**src/rtl/stack_engine.sv**
```systemverilog
// stack_engine: multi-cycle PUSH/POP sequencer for register lists on a
// full-descending, word-addressed stack. It samples SP at start, moves one
// register per step between the register file and data memory, and then
// returns the updated SP through a one-cycle write strobe.
//
// Handshake: start is a one-cycle request that is honoured only while busy is
// low. done pulses for one cycle when the operation ends, and err pulses with
// it on a misaligned SP. The next start can be accepted in the cycle after done.
module stack_engine #(
  parameter int DATA_W     = 32,
  parameter int WORD_BYTES = 4,
  parameter int NREGS      = 8
) (
  input  logic                     clk,
  input  logic                     reset,
  input  logic                     start,
  input  logic                     op,
  input  logic [NREGS-1:0]         reg_mask,
  input  logic [DATA_W-1:0]        sp_in,
  output logic [$clog2(NREGS)-1:0] gpr_rd_addr,
  input  logic [DATA_W-1:0]        gpr_rd_data,
  output logic                     gpr_wr_en,
  output logic [$clog2(NREGS)-1:0] gpr_wr_addr,
  output logic [DATA_W-1:0]        gpr_wr_data,
  output logic [DATA_W-1:0]        mem_addr,
  output logic                     mem_wr_en,
  output logic [DATA_W-1:0]        mem_wr_data,
  output logic                     mem_rd_en,
  input  logic [DATA_W-1:0]        mem_rd_data,
  output logic                     wr_sp,
  output logic [DATA_W-1:0]        wr_sp_data,
  output logic                     busy,
  output logic                     done,
  output logic                     err,
  output logic [2:0]               dbg_state
);
  localparam int IDX_W = $clog2(NREGS);
  localparam logic [DATA_W-1:0] STEP = DATA_W'(WORD_BYTES);

  typedef enum logic [2:0] {
    S_IDLE    = 3'd0,
    S_PUSH    = 3'd1,
    S_POP_REQ = 3'd2,
    S_POP_WB  = 3'd3,
    S_COMMIT  = 3'd4,
    S_FAULT   = 3'd5
  } state_t;

  state_t             state;
  logic [NREGS-1:0]   mask_q;
  logic [DATA_W-1:0]  sp_work;
  logic [IDX_W-1:0]   hi_idx;
  logic [IDX_W-1:0]   lo_idx;
  logic [NREGS-1:0]   mask_hi_clr;
  logic [NREGS-1:0]   mask_lo_clr;

  // Select the next register: the highest remaining bit for PUSH and the
  // lowest remaining bit for POP, plus the mask with that bit removed.
  always_comb begin
    hi_idx = '0;
    lo_idx = '0;
    for (int i = 0; i < NREGS; i++) begin
      if (mask_q[i]) hi_idx = IDX_W'(i);
    end
    for (int i = NREGS - 1; i >= 0; i--) begin
      if (mask_q[i]) lo_idx = IDX_W'(i);
    end
    mask_hi_clr = mask_q & ~(NREGS'(1) << hi_idx);
    mask_lo_clr = mask_q & ~(NREGS'(1) << lo_idx);
  end

  // Sequencer state, the working SP and the remaining register mask.
  always_ff @(posedge clk) begin
    if (reset) begin
      state   <= S_IDLE;
      mask_q  <= '0;
      sp_work <= '0;
    end else begin
      case (state)
        S_IDLE: begin
          if (start) begin
            mask_q  <= reg_mask;
            sp_work <= sp_in;
            if (sp_in[1:0] != 2'b00)   state <= S_FAULT;
            else if (reg_mask == '0)   state <= S_COMMIT;
            else if (op)               state <= S_POP_REQ;
            else                       state <= S_PUSH;
          end
        end
        S_PUSH: begin
          sp_work <= sp_work - STEP;
          mask_q  <= mask_hi_clr;
          if (mask_hi_clr == '0) state <= S_COMMIT;
        end
        S_POP_REQ: state <= S_POP_WB;
        S_POP_WB: begin
          sp_work <= sp_work + STEP;
          mask_q  <= mask_lo_clr;
          state   <= (mask_lo_clr == '0) ? S_COMMIT : S_POP_REQ;
        end
        S_COMMIT: state <= S_IDLE;
        S_FAULT:  state <= S_IDLE;
        default:  state <= S_IDLE;
      endcase
    end
  end

  // Output decode from the registered state; every output is zero in IDLE.
  always_comb begin
    gpr_rd_addr = '0;
    gpr_wr_en   = 1'b0;
    gpr_wr_addr = '0;
    gpr_wr_data = '0;
    mem_addr    = '0;
    mem_wr_en   = 1'b0;
    mem_wr_data = '0;
    mem_rd_en   = 1'b0;
    wr_sp       = 1'b0;
    wr_sp_data  = '0;
    done        = 1'b0;
    err         = 1'b0;
    busy        = (state != S_IDLE);
    dbg_state   = state;
    case (state)
      S_PUSH: begin
        gpr_rd_addr = hi_idx;
        mem_addr    = sp_work - STEP;
        mem_wr_en   = 1'b1;
        mem_wr_data = gpr_rd_data;
      end
      S_POP_REQ: begin
        mem_rd_en = 1'b1;
        mem_addr  = sp_work;
      end
      S_POP_WB: begin
        gpr_wr_en   = 1'b1;
        gpr_wr_addr = lo_idx;
        gpr_wr_data = mem_rd_data;
      end
      S_COMMIT: begin
        wr_sp      = 1'b1;
        wr_sp_data = sp_work;
        done       = 1'b1;
      end
      S_FAULT: begin
        done = 1'b1;
        err  = 1'b1;
      end
      default: ;
    endcase
  end
endmodule

```
**config.mk**
```make
export PLATFORM = sky130hd
export DESIGN_NAME = stack_engine
export DESIGN_NICKNAME = d
export VERILOG_FILES = /design/src/rtl/stack_engine.sv
export SDC_FILE = /design/constraint.sdc
export NUM_CORES = 1
export LEC_CHECK = 0
export BUFFER_PORTS_ARGS = -buffer_cell sky130_fd_sc_hd__buf_2
export CAP_MARGIN = 10
export CORE_MARGIN = 2
export CORE_UTILIZATION = 42
export DETAILED_ROUTE_END_ITERATION = 7
export PLACE_DENSITY = 0.85
export SLEW_MARGIN = 20
export SYNTH_ARGS = -nofsm -noshare
export SYNTH_HDL_FRONTEND = slang
export SYNTH_SLANG_ARGS = --single-unit
```
**constraint.sdc**
```tcl
create_clock -name clk -period 2.55 [get_ports clk]
set_clock_uncertainty 0.1 [all_clocks]
set_input_delay 0.3825 -clock clk [delete_from_list [all_inputs] [get_ports clk]]
set_output_delay 0.3825 -clock clk [all_outputs]
set_load 0.02 [all_outputs]
```
==> reports/summary.md, run 1 <==
## Outcome
* complete, but fails checks — status
* setup timing — failing checks

## Final layout
* 989 — final-layout fill cell count
* 873 µm² — area taken by flip-flops and latches
* 7250 µm² — post-layout instance area
* 49.2% — Area Overhead vs Synth
* 0.398 — share of layout cells above drive strength 1
* 1,187 — Non-Filler Instances
* 0 — ant diodes
* 3890 µm² — Multi-input gate area
* 0.638 — final core utilization
* 1,153 — Layout Nets

## GRT
* 0 — number of antenna violations at the first check in global routing
* 60 — maximum number of pins on one net before global-route repair
* 6,352 — number of global-route vias before repair
* 31,400 µm — global-route wire length before repair
* 0 — global-route congestion overflow total
* 0.303 — overall fraction of global-route tracks in use

## Die
* 39 — placement row count
* 0.428 — initial cell density of the core
* 112 µm — vertical die dimension
* 252 — IO Pins
* 112 µm — die span in x
* 11,400 µm² — total core area
* 12,500 µm² — Die Area

## Yosys
* sky130_fd_sc_hd__dfxtp_1 — Synth Flop Type
* 0 — share of async-settable or async-resettable flops after synthesis
* 0 — synth warn
* 6.28 µm² — mean post-synth cell area
* 774 — Mapped Cells
* 0 — number of synthesized flops with an enable pin
* 0.177 — portion of the post-synthesis area used by sequential elements
* 4860 µm² — Syn Std Cell Area
* 43 — number of synthesized register bits
* 65 — unique cell type count in the Yosys netlist
* 884 — post-synthesis net count

## Worst setup path
* output port — CP endpoint kind
* sp_work[17] — worst setup path startpoint
* 2.07 ns — Crit path required time
* sp_work[4] — R2R Path Start
* 4 — largest driver fanout on the critical path
* register — sort of element at the start of the critical path
* 2.50 ns — WP data arrival
* register to output port — CP Class

## Placed design
* 251 — number of port buffers
* 1,166 — cell total after placement
* 0.946 — Final Wtd Congestion
* 14,600 µm — HPWL after detailed placement
* 6720 µm² — post-place instance area

## Power and ir drop
* 0.000401 V — Max IR drop VDD
* 2.56 mW — Pint
* 0.483 — Switching Fraction
* 0.646 — combinational power share
* 683 nW/µm² — power density of the placed cells
* 3.68 nW — leakage power summed over all cells
* 0.198 — relative contribution of sequential cells to total power
* 4.95 mW — overall power
* 0.156 — clock group share of total power
* 2.39 mW — switching pwr

## Worst hold path
* primary input to register — worst hold path type
* sp_in[0] — worst min-delay path startpoint

## Drt
* 17.6 µm — Wirelength per Cell
* 6.14 — Vias/cell
* 0 — DRC violations left
* 7,286 — total via count after detailed routing
* 20,900 µm — wire length reported by the detailed router
* 0 — Post-DRT Antenna Nets
* 6 — DRT Pass-1 Iters
* 960 — 1st-iter DRT viols

## Clock tree
* done — TritonCTS clock tree
* 2 — Clock Tree Buf Depth
* 2 — # H-tree levels
* 43 — # clock sinks
* 5 — CTS buffer count
* 0.29 ns — later-pin clock latency in the skew report
* 0 — count of hold buffers inserted by post-cts repair
* sky130_fd_sc_hd__clkbuf_16 — cell chosen for the clock root
* 0.07 ns — clock-pin slew on the worst setup and hold paths

## STA
* 0.337 — Rel. slew slack
* 16 — final count of negative-setup-slack endpoints
* 2.99 ns — minimum period implied by the final worst setup slack
* -0.436 ns — least setup slack across all paths after layout
* 0 — Hold Fails Final Rpt
* 0 — number of max-slew violations in the final report
* 0.990 ns — Least-Margin Pin Slew
* 1.17 — fraction of the cycle the final worst path needs
* 335 MHz — fmax
* yes — RSZ-0062 raised after global routing
* 0.246 ns — worst hold margin

## Run
* 0 — max-capacitance violation count

[worst max-delay path: stages (launching register included)]
cell and delay, ns:
sky130_fd_sc_hd__dfxtp_2 0.33, sky130_fd_sc_hd__or4_4 0.53, sky130_fd_sc_hd__or3_4 0.35, sky130_fd_sc_hd__or3_4 0.37, sky130_fd_sc_hd__or3_4 0.36, sky130_fd_sc_hd__o21ai_4 0.15, sky130_fd_sc_hd__buf_6 0.13
[path summary, 6_finish.rpt]
kind / to / slack (ns) / depth (start not counted)
worst max register to register: sp_work[24] / 0.03 / 9
worst max-delay path: mem_addr[24] / -0.44 / 6
worst min-delay path: sp_work[0] / 0.25 / 3
worst min register to register: sp_work[0] / 0.38 / 2
[area by class of cell]
cell class                 count  share of cell area
clock inverter                 3             0.00604
inverter                      18             0.00949
sequential                    43               0.120
timing repair buffer         348               0.285
clock buffer                   5              0.0173
multi-input combinational    627               0.537
tap                          143              0.0247
[synthesized netlist by cell type, types with 4 or more instances]
master                     instances  share of area
sky130_fd_sc_hd__and2_1           40          0.051
sky130_fd_sc_hd__nand4_1          15          0.019
sky130_fd_sc_hd__a21o_1            8          0.012
sky130_fd_sc_hd__a21oi_1          50          0.051
sky130_fd_sc_hd__o31ai_1          14          0.022
sky130_fd_sc_hd__o21ai_0          71          0.073
sky130_fd_sc_hd__and3_1           70          0.090
sky130_fd_sc_hd__nand2b_1          7         0.0090
sky130_fd_sc_hd__clkbuf_1         80          0.062
sky130_fd_sc_hd__a22oi_1          10          0.015
sky130_fd_sc_hd__a31oi_1          15          0.019
sky130_fd_sc_hd__nor4_1           17          0.022
sky130_fd_sc_hd__or2_2             4         0.0051
sky130_fd_sc_hd__o211ai_1          4         0.0062
sky130_fd_sc_hd__dfxtp_1          43           0.18
sky130_fd_sc_hd__a311oi_1          4         0.0072
sky130_fd_sc_hd__buf_1             4         0.0031
sky130_fd_sc_hd__nand2_1          77          0.059
sky130_fd_sc_hd__nor3_1           27          0.028
sky130_fd_sc_hd__inv_1            17          0.013
sky130_fd_sc_hd__o41ai_1           4         0.0072
sky130_fd_sc_hd__nand3_1          17          0.018
sky130_fd_sc_hd__or3_1            11          0.014
sky130_fd_sc_hd__nor2_1           72          0.056
sky130_fd_sc_hd__o21a_1            6         0.0093
sky130_fd_sc_hd__o22ai_1           9          0.012
sky130_fd_sc_hd__or4_1             8          0.012
sky130_fd_sc_hd__a211oi_1          8          0.012
[power groups by stage]
stage | clock (mW) | combinational, mW | sequential, mW
after floorplan | 0 | 1.84 | 0.901
final | 0.771 | 3.20 | 0.982
after detailed placement | 0 | 2.82 | 0.958
after global placement | 0 | 2.78 | 0.952
after CTS | 0.764 | 2.92 | 0.949
after global routing | 0.795 | 3.41 | 0.999
[per-layer routing]
layer / vias up / GRT usage / part of all wire
met1: 3261 / 0.374 / 0.37
li1: 3384 / - / -
met3: 107 / 0.0468 / 0.11
met2: 534 / 0.530 / 0.48
met4: 0 / 0.121 / 0.045
met5: - / 0 / 0
[registers in the layout, indices dropped and copies added (netlist names)]
register / count
sp_work: 32
mask_q: 8
dbg_state: 3
[metrics by stage]
stage	setup WS (ns)	TNS, ns
after floorplan	-0.143	-1.17
after global placement	-0.126	-0.714
after detailed placement	-0.154	-0.886
after CTS	-0.413	-4.14
after global routing	-0.468	-5.66
final	-0.436	-3.94
[cells in the final DEF (no fill, tap or decap), types with 4 or more instances in the layout]
cell type / synthesis / layout
sky130_fd_sc_hd__buf_2: 2 / 243
sky130_fd_sc_hd__buf_4: 0 / 90
sky130_fd_sc_hd__nand2_1: 77 / 74
sky130_fd_sc_hd__and3_1: 70 / 70
sky130_fd_sc_hd__nor2_1: 72 / 69
sky130_fd_sc_hd__a21oi_1: 50 / 47
sky130_fd_sc_hd__o21ai_0: 71 / 46
sky130_fd_sc_hd__and2_1: 40 / 40
sky130_fd_sc_hd__dfxtp_1: 43 / 37
sky130_fd_sc_hd__nor3_1: 27 / 22
sky130_fd_sc_hd__o21ai_1: 0 / 20
sky130_fd_sc_hd__nand3_1: 17 / 15
sky130_fd_sc_hd__a31oi_1: 15 / 15
sky130_fd_sc_hd__nand4_1: 15 / 15
sky130_fd_sc_hd__inv_1: 17 / 15
sky130_fd_sc_hd__buf_6: 0 / 14
sky130_fd_sc_hd__o31ai_1: 14 / 13
sky130_fd_sc_hd__nor4_1: 17 / 13
sky130_fd_sc_hd__a22oi_1: 10 / 10
sky130_fd_sc_hd__a21o_1: 8 / 8
sky130_fd_sc_hd__a211oi_1: 8 / 8
sky130_fd_sc_hd__or3_1: 11 / 8
sky130_fd_sc_hd__o22ai_1: 9 / 8
sky130_fd_sc_hd__nand2b_1: 7 / 7
sky130_fd_sc_hd__o21a_1: 6 / 6
sky130_fd_sc_hd__or4_1: 8 / 5
sky130_fd_sc_hd__clkbuf_16: 0 / 5
sky130_fd_sc_hd__nor3_2: 2 / 4
sky130_fd_sc_hd__o211ai_1: 4 / 4
sky130_fd_sc_hd__a311oi_1: 4 / 4
sky130_fd_sc_hd__or3_4: 1 / 4
sky130_fd_sc_hd__o21ai_2: 0 / 4
sky130_fd_sc_hd__dfxtp_2: 0 / 4
[cells by family (layout without fill, tap and decap cells)]
kind of cell / count (synthesis) / after routing / synth area share
AO/OA/AOI/OAI: 236 / 236 / 0.308
XOR/XNOR: 5 / 5 / 0.00901
adder cells (fa/ha/maj): 3 / 3 / 0.00721
buffers and inverters: 104 / 374 / 0.0808
flip-flops: 43 / 43 / 0.177
multiplexers: 4 / 4 / 0.00849
AND/OR/NAND/NOR: 379 / 379 / 0.410
[repair_timing]
| action | 4_1_cts | 5_1_grt |
|---|---|---|
| pin swaps | 7 | 16 |
| setup buffers | 3 | 10 |
| resized for setup | 30 | 49 |
| hold endpoints to repair | 0 | 0 |
| endpoints found under the setup margin | 20 | 55 |
Note: power is estimated with default switching activity, not from simulation.
==> inputs of run 2 (changes only) <==
Settings changed: CORE_UTILIZATION 42 to 30, PLACE_DENSITY 0.85 to 0.66.
==> run 2 against run 1 <==
The run still ends with setup timing left. Clock power shrank 9.1%. Combinational power about the same. Flip-flop and latch count is the same. Setup slack lost 0.023 ns. Die area is 38% higher. Final cell count is 6.1% higher. Design area up 2.1%. Via count down 3.0%. First-iteration DRC count fell by 38%. Sequential share of layout area is 0.31 points lower. Sequential power is 0.4% lower.
==> reports/summary.md, run 2 (synthesis results as in run 1) <==
## Drt
* 7,065 — total via count after detailed routing, was 7,286
* 597 — 1st-iter DRT viols, was 960
* 5 — DRT Pass-1 Iters, was 6
* 0 — Post-DRT Antenna Nets, unchanged
* 21,600 µm — wire length reported by the detailed router, was 20,900 µm
* 17.2 µm — Wirelength per Cell, was 17.6 µm
* 0 — DRC violations left, unchanged
* 5.61 — Vias/cell, was 6.14

## Die
* 0.306 — initial cell density of the core, was 0.428
* 131 µm — vertical die dimension, was 112 µm
* 131 µm — die span in x, was 112 µm
* 46 — placement row count, was 39
* 17,200 µm² — Die Area, was 12,500 µm²
* 252 — IO Pins, unchanged
* 15,900 µm² — total core area, was 11,400 µm²

## Worst setup path
* 0.53 ns — peak per-stage delay on the critical path, about the same
* sky130_fd_sc_hd__or3_4 — most numerous cell on the critical path, unchanged
* sp_work[17] — R2R Path Start, was sp_work[4]
* 2.53 ns — WP data arrival, was 2.50 ns
* register to output port — CP Class, unchanged
* sp_work[24] — end of the worst register-to-register path, unchanged
* sp_work[17] — worst setup path startpoint, unchanged
* register — sort of element at the start of the critical path, unchanged
* 6 — worst reg-to-reg path cell count, was 9
* or4_4 -> or3_4 -> or3_4 -> or3_4 -> o21ai_4 -> buf_6 — cell chain of the critical path, unchanged
* simple AND/OR/NAND/NOR gates — dominant delay contributor by cell family on the critical path, unchanged
* 2.07 ns — Crit path required time, about the same
* sky130_fd_sc_hd__or4_4 — cell with the largest stage delay on the worst path, unchanged
* 0.05 ns — slack of the worst reg-to-reg path, was 0.03 ns
* 1 — buffers and inverters on the worst path, unchanged
* output port — CP endpoint kind, unchanged
* 4 — largest driver fanout on the critical path, unchanged

## STA
* 0.295 — Rel. slew slack, was 0.337
* 332 MHz — fmax, was 335 MHz
* yes — RSZ-0062 raised after global routing, unchanged
* 0 — number of max-slew violations in the final report, unchanged
* 3.01 ns — minimum period implied by the final worst setup slack, was 2.99 ns
* 0 — Hold Fails Final Rpt, unchanged
* 0.237 ns — worst hold margin, was 0.246 ns
* 1.18 — fraction of the cycle the final worst path needs, was 1.17
* -0.459 ns — least setup slack across all paths after layout, was -0.436 ns
* 16 — final count of negative-setup-slack endpoints, unchanged
* 1.05 ns — Least-Margin Pin Slew, was 0.990 ns

## Worst hold path
* primary input to register — worst hold path type, unchanged
* sp_in[0] — worst min-delay path startpoint, unchanged
* sp_work[0] — endpoint with the worst hold slack, unchanged
* 3 — Worst Hold Depth, unchanged

## Power and ir drop
* 0.000313 V — Max IR drop VDD, was 0.000401 V
* 3.69 nW — leakage power summed over all cells, was 3.68 nW
* 659 nW/µm² — power density of the placed cells, was 683 nW/µm²

## GRT
* met2 — GRT Max-Usage Layer, unchanged
* 0.0424 — GR Util met3, was 0.0468
* 6,362 — number of global-route vias before repair, was 6,352
* 4 — number of antenna violations at the first check in global routing, was 0
* 33,500 µm — global-route wire length before repair, was 31,400 µm
* 0.297 — met1 usage, was 0.374
* 0.413 — M2 GR Usage, was 0.530
* 0.236 — overall fraction of global-route tracks in use, was 0.303
* 60 — maximum number of pins on one net before global-route repair, unchanged
* 0 — global-route congestion overflow total, unchanged

## Final layout
* 1,639 — final-layout fill cell count, was 989
* 52.3% — Area Overhead vs Synth, was 49.2%
* 240 x sky130_fd_sc_hd__buf_2, 91 x sky130_fd_sc_hd__buf_4, 74 x sky130_fd_sc_hd__nand2_1, 71 x sky130_fd_sc_hd__nor2_1, 70 x sky130_fd_sc_hd__and3_1 — most used cells in the layout excluding fill and tap cells, was 243 x sky130_fd_sc_hd__buf_2, 90 x sky130_fd_sc_hd__buf_4, 74 x sky130_fd_sc_hd__nand2_1, 70 x sky130_fd_sc_hd__and3_1, 69 x sky130_fd_sc_hd__nor2_1
* sky130_fd_sc_hd__buf_2 — leading cell type in the layout, fill and taps excluded, unchanged
* 868 µm² — area taken by flip-flops and latches, was 873 µm²
* 1,151 — Layout Nets, was 1,153
* 32 — max reg flops, unchanged
* sp_work — register with the highest flop count, unchanged
* 1,260 — Non-Filler Instances, was 1,187
* 0.399 — share of layout cells above drive strength 1, was 0.398
* 3930 µm² — Multi-input gate area, was 3890 µm²

## Clock tree
* sky130_fd_sc_hd__clkbuf_16 — cell chosen for the clock root, unchanged
* done — TritonCTS clock tree, unchanged
* 5 — CTS buffer count, unchanged
* 0 — count of hold buffers inserted by post-cts repair, unchanged
* 2 — # H-tree levels, unchanged
* 0.06 ns — clock-pin slew on the worst setup and hold paths, was 0.07 ns
* 0.29 ns — later-pin clock latency in the skew report, about the same
* 2 — Clock Tree Buf Depth, unchanged
* 43 — # clock sinks, unchanged

## Placed design
* 1,241 — cell total after placement, was 1,166
* 15,700 µm — HPWL after detailed placement, was 14,600 µm
* 0.928 — Final Wtd Congestion, was 0.946
* 251 — number of port buffers, unchanged

## Outcome
* complete, but fails checks — status, unchanged
* setup timing — failing checks, unchanged

## Run
* 0 — max-capacitance violation count, unchanged

[run 2: cell count changes in the layout (fill, tap and decap cells not counted), sizes merged]
| cell | change |
|---|---|
| bufinv | -1 |
| buf | -2 |
| diode | +2 |
| clkinv | -3 |
| inv | +1 |
| clkbuf | +3 |
[run 2: what timing repair did]
action,4_1_cts,5_1_grt
gates cloned,0,0
buffers inserted,7,3
setup endpoints to repair,22,29
pin swaps,11,11
gates resized for setup,36,44
[run 2: metrics by stage]
| stage | TNS (ns) | worst slack, ns | total power, mW | utilization | cell area, µm² |
|---|---|---|---|---|---|
| after detailed placement | -1.02 | -0.222 | 3.83 | 0.432 | 6860 |
| after floorplan | -1.17 | -0.143 | 2.74 | - | 4960 |
| final | -3.86 | -0.459 | 4.88 | 0.466 | 7400 |
| after global placement | -0.949 | -0.219 | 3.80 | 0.432 | 6860 |
| after global routing | -6.27 | -0.532 | 5.17 | 0.466 | 7400 |
| after CTS | -3.88 | -0.464 | 4.71 | 0.454 | 7210 |
[run 2: area by class of cell]
cell class	count	share of cell area
Multi-Input combinational cell	627	0.531
Timing Repair Buffer	346	0.284
Sequential cell	43	0.117
Tap cell	216	0.0365
Clock buffer	8	0.0211
Inverter	18	0.00947
Antenna cell	2	0.000676
[run 2: where the power goes]
group	total, mW	switching (mW)	leakage (nW)	internal, mW
logic	3.20	1.91	3.26	1.29
registers	0.978	0.173	0.357	0.805
clock network	0.701	0.283	0.0772	0.418
total	4.88	2.37	3.69	2.51
[run 2: worst reg2reg max path: cells and delay by family, from the launching register on]
kind,cells,cell delay (ns)
AO/OA/AOI/OAI,2,0.39
flip-flops,1,0.32
AND/OR/NAND/NOR,4,1.63
[run 2: how the worst max path moves through the flow]
| stage | to | cells past startpoint | slack (ns) |
|---|---|---|---|
| after floorplan | mem_addr[18] | 6 | -0.14 |
| after global placement | mem_addr[28] | 6 | -0.22 |
| after detailed placement | mem_addr[24] | 6 | -0.22 |
| after CTS | mem_addr[28] | 6 | -0.46 |
| after global routing | mem_addr[24] | 6 | -0.53 |
| final | mem_addr[24] | 6 | -0.46 |
[run 2: layer usage]
metal,routed length [µm],part of all wire
met5,13,0.00060
met4,301,0.014
met3,2190,0.10
met2,10400,0.48
met1,8740,0.40
==> inputs of run 3 (changes only) <==
Settings changed: ABC_AREA set to 1, CELL_PAD_IN_SITES_DETAIL_PLACEMENT set to 1, CELL_PAD_IN_SITES_GLOBAL_PLACEMENT set to 1, CORE_UTILIZATION 30 to 26, PLACE_DENSITY 0.66 to 0.85.
==> run 3 against run 2 <==
The run now ends clean. Wire length grew 13%. Final cell count grew 17%. Non-clock buffer count fell by 69. Clock-buffer cell count down 3. Total power increased by 42%. Largest cell class unchanged. Largest power group unchanged. Highest routed layer is now met4.
==> reports/summary.md, run 3 <==
## Outcome
* finished clean — status, was complete, but fails checks

## Die
* 50 — placement row count, was 46
* 142 µm — vertical die dimension, was 131 µm
* 252 — IO Pins, unchanged
* 0.265 — initial cell density of the core, was 0.306
* 142 µm — die span in x, was 131 µm
* 20,300 µm² — Die Area, was 17,200 µm²
* 18,800 µm² — total core area, was 15,900 µm²

## Yosys
* 0.492 — area share of and/or/nand/nor cells after synthesis, was 0.410
* 0 — number of synthesized flops with an enable pin, unchanged
* 0 — synth warn, unchanged
* 31 — unique cell type count in the Yosys netlist, was 65
* 0.00528 — synthesized-area fraction occupied by xor and xnor cells, was 0.00901
* 0.165 — post-synthesis compound-gate area fraction, was 0.308
* 1,115 — post-synthesis net count, was 884
* 0 — portion of netlist area occupied by mux cells, was 0.00849
* sky130_fd_sc_hd__nand2_1 19%, sky130_fd_sc_hd__dfxtp_1 17%, sky130_fd_sc_hd__nor2_1 17%, sky130_fd_sc_hd__nand3_1 11%, sky130_fd_sc_hd__inv_1 11% — dominant cells by area after synthesis, was sky130_fd_sc_hd__dfxtp_1 18%, sky130_fd_sc_hd__and3_1 9.0%, sky130_fd_sc_hd__o21ai_0 7.3%, sky130_fd_sc_hd__clkbuf_1 6.2%, sky130_fd_sc_hd__nand2_1 5.9%
* 4980 µm² — Syn Std Cell Area, was 4860 µm²
* 0.173 — portion of the post-synthesis area used by sequential elements, was 0.177
* 1,005 — Mapped Cells, was 774
* simple AND/OR/NAND/NOR gates — main combinational cell family by area after synthesis, unchanged
* sky130_fd_sc_hd__nand2_1 — top cell type by total area after synthesis, was sky130_fd_sc_hd__dfxtp_1
* 43 — number of synthesized register bits, unchanged
* sky130_fd_sc_hd__nand2_1 — cell with the most instances after synthesis, was sky130_fd_sc_hd__clkbuf_1
* 248 x sky130_fd_sc_hd__nand2_1, 220 x sky130_fd_sc_hd__nor2_1, 140 x sky130_fd_sc_hd__inv_1, 112 x sky130_fd_sc_hd__nand3_1, 62 x sky130_fd_sc_hd__o21ai_0 — most common library cells after synthesis, was 80 x sky130_fd_sc_hd__clkbuf_1, 77 x sky130_fd_sc_hd__nand2_1, 72 x sky130_fd_sc_hd__nor2_1, 71 x sky130_fd_sc_hd__o21ai_0, 70 x sky130_fd_sc_hd__and3_1
* 4.95 µm² — mean post-synth cell area, was 6.28 µm²
* 0 — share of async-settable or async-resettable flops after synthesis, unchanged
* 0.00503 — post-synthesis share of cell area spent on full adders, half adders and majority gates, was 0.00721
* sky130_fd_sc_hd__dfxtp_1 — Synth Flop Type, unchanged
* 0.187 — share of Yosys cell area claimed by the top area cell type, was 0.177

## GRT
* 39 — maximum number of pins on one net before global-route repair, was 60
* 7,302 — number of global-route vias before repair, was 6,362
* 0 — global-route congestion overflow total, unchanged
* 0 — number of antenna violations at the first check in global routing, was 4
* 0.238 — overall fraction of global-route tracks in use, was 0.236
* 38,400 µm — global-route wire length before repair, was 33,500 µm

## STA
* 0.982 — fraction of the cycle the final worst path needs, was 1.18
* 399 MHz — fmax, was 332 MHz
* 0 — number of max-slew violations in the final report, unchanged
* 0 — final count of negative-setup-slack endpoints, was 16
* 0.561 ns — Least-Margin Pin Slew, was 1.05 ns
* 0 — Hold Fails Final Rpt, unchanged
* 2.50 ns — minimum period implied by the final worst setup slack, was 3.01 ns
* 0.260 ns — worst hold margin, was 0.237 ns
* 0.626 — Rel. slew slack, was 0.295

## Drt
* 7,372 — total via count after detailed routing, was 7,065
* 24,400 µm — wire length reported by the detailed router, was 21,600 µm
* 0 — Post-DRT Antenna Nets, unchanged
* 449 — 1st-iter DRT viols, was 597
* 16.6 µm — Wirelength per Cell, was 17.2 µm
* 0 — DRC violations left, unchanged
* 5.02 — Vias/cell, was 5.61
* 5 — DRT Pass-1 Iters, unchanged

## Final layout
* 250 x sky130_fd_sc_hd__buf_2, 242 x sky130_fd_sc_hd__nand2_1, 205 x sky130_fd_sc_hd__nor2_1, 138 x sky130_fd_sc_hd__inv_1, 112 x sky130_fd_sc_hd__nand3_1 — most used cells in the layout excluding fill and tap cells, was 240 x sky130_fd_sc_hd__buf_2, 91 x sky130_fd_sc_hd__buf_4, 74 x sky130_fd_sc_hd__nand2_1, 71 x sky130_fd_sc_hd__nor2_1, 70 x sky130_fd_sc_hd__and3_1
* 3410 µm² — Multi-input gate area, was 3930 µm²
* 32 — max reg flops, unchanged
* 0 — ant diodes, was 2
* 0.262 — share of layout cells above drive strength 1, was 0.399
* sky130_fd_sc_hd__buf_2 — leading cell type in the layout, fill and taps excluded, unchanged
* 867 µm² — area taken by flip-flops and latches, was 868 µm²
* 35.6% — Area Overhead vs Synth, was 52.3%
* 1,344 — Layout Nets, was 1,151
* 2,722 — final-layout fill cell count, was 1,639
* sp_work — register with the highest flop count, unchanged
* 0.359 — final core utilization, was 0.466

## Power and ir drop
* 6.92 mW — overall power, was 4.88 mW
* 1030 nW/µm² — power density of the placed cells, was 659 nW/µm²
* 3.72 nW — leakage power summed over all cells, was 3.69 nW
* 0.000356 V — Max IR drop VDD, was 0.000313 V

## Worst setup path
* 2.07 ns — Crit path required time, about the same
* register to output port — CP Class, unchanged
* 7 — largest driver fanout on the critical path, was 4
* output port — CP endpoint kind, unchanged
* register — sort of element at the start of the critical path, unchanged
* 2.02 ns — WP data arrival, was 2.53 ns

## Run
* 0 — max-capacitance violation count, unchanged

## Placed design
* 251 — number of port buffers, unchanged
* 19,500 µm — HPWL after detailed placement, was 15,700 µm
* 1.01 — Final Wtd Congestion, was 0.928

## Clock tree
* 0 — buffers inserted during post-CTS setup optimization, was 7
* 2 — # H-tree levels, unchanged
* done — TritonCTS clock tree, unchanged
* 5 — CTS buffer count, unchanged
* 0.31 ns — later-pin clock latency in the skew report, was 0.29 ns
* 2 — Clock Tree Buf Depth, unchanged
* 43 — # clock sinks, unchanged
* 0.08 ns — clock-pin slew on the worst setup and hold paths, was 0.06 ns
* sky130_fd_sc_hd__clkbuf_16 — cell chosen for the clock root, unchanged

## Worst hold path
* primary input to register — worst hold path type, unchanged

run 3: worst max-delay path, cell delays in order (launching register included):
cell and delay, ns:
sky130_fd_sc_hd__dfxtp_1 0.41, sky130_fd_sc_hd__nor2_1 0.21, sky130_fd_sc_hd__nand2_1 0.17, sky130_fd_sc_hd__nor2_2 0.19, sky130_fd_sc_hd__nand2_2 0.15, sky130_fd_sc_hd__o21ai_0 0.17
sky130_fd_sc_hd__nand3_1 0.14, sky130_fd_sc_hd__o21ai_0 0.10, sky130_fd_sc_hd__buf_2 0.18
run 3: through the flow:
stage               std cells  setup TNS (ns)  worst slack, ns  cell area, µm²
finish                   1469               0           0.0458            6750
global route             1469         -0.0941          -0.0240            6750
CTS                      1469               0           0.0226            6660
detailed placement       1461               0            0.224            6490
global placement         1461               0            0.246            6490
floorplan                1005               0            0.187            4980
run 3: area by class of cell:
class	count	area share
Tap cell	234	0.0434
Multi-Input combinational cell	761	0.505
Inverter	146	0.0812
Timing Repair Buffer	277	0.219
Sequential cell	43	0.129
Clock inverter	3	0.00390
Clock buffer	5	0.0185
run 3: logic make-up after synthesis:
logic type	count (synthesis)
flops	43
xor+xnor	3
simple gates	600
buf+inv	201
fa+ha+maj	2
compound gates	156
run 3: path summary, 6_finish.rpt:
| kind | startpoint | end | slack (ns) | depth (start not counted) |
|---|---|---|---|---|
| setup / recovery | sp_work[10] | mem_addr[23] | 0.05 | 8 |
| hold / removal | sp_in[2] | sp_work[2] | 0.26 | 3 |
| setup reg to reg | sp_work[11] | sp_work[15] | 0.48 | 9 |
| hold reg to reg | sp_work[1] | sp_work[1] | 0.39 | 2 |
run 3: repair_timing:
item / 4_1_cts / 5_1_grt
endpoints found under the hold margin: 0 / 0
endpoints found under the setup margin: 9 / 28
hold buffers: 0 / 0
resized for setup: 5 / 33
run 3: per-layer routing:
metal / up-vias / track usage / part of all wire
met4: 0 / 0.0610 / 0.018
li1: 3622 / - / -
met1: 3500 / 0.302 / 0.45
met2: 226 / 0.420 / 0.48
met3: 24 / 0.0384 / 0.053
met5: - / 0 / 0
run 3: power breakdown:
group,switching (mW),internal [mW],total [mW]
logic,3.43,1.44,4.87
clock network,0.342,0.374,0.715
registers,0.439,0.905,1.34
total,4.21,2.72,6.92
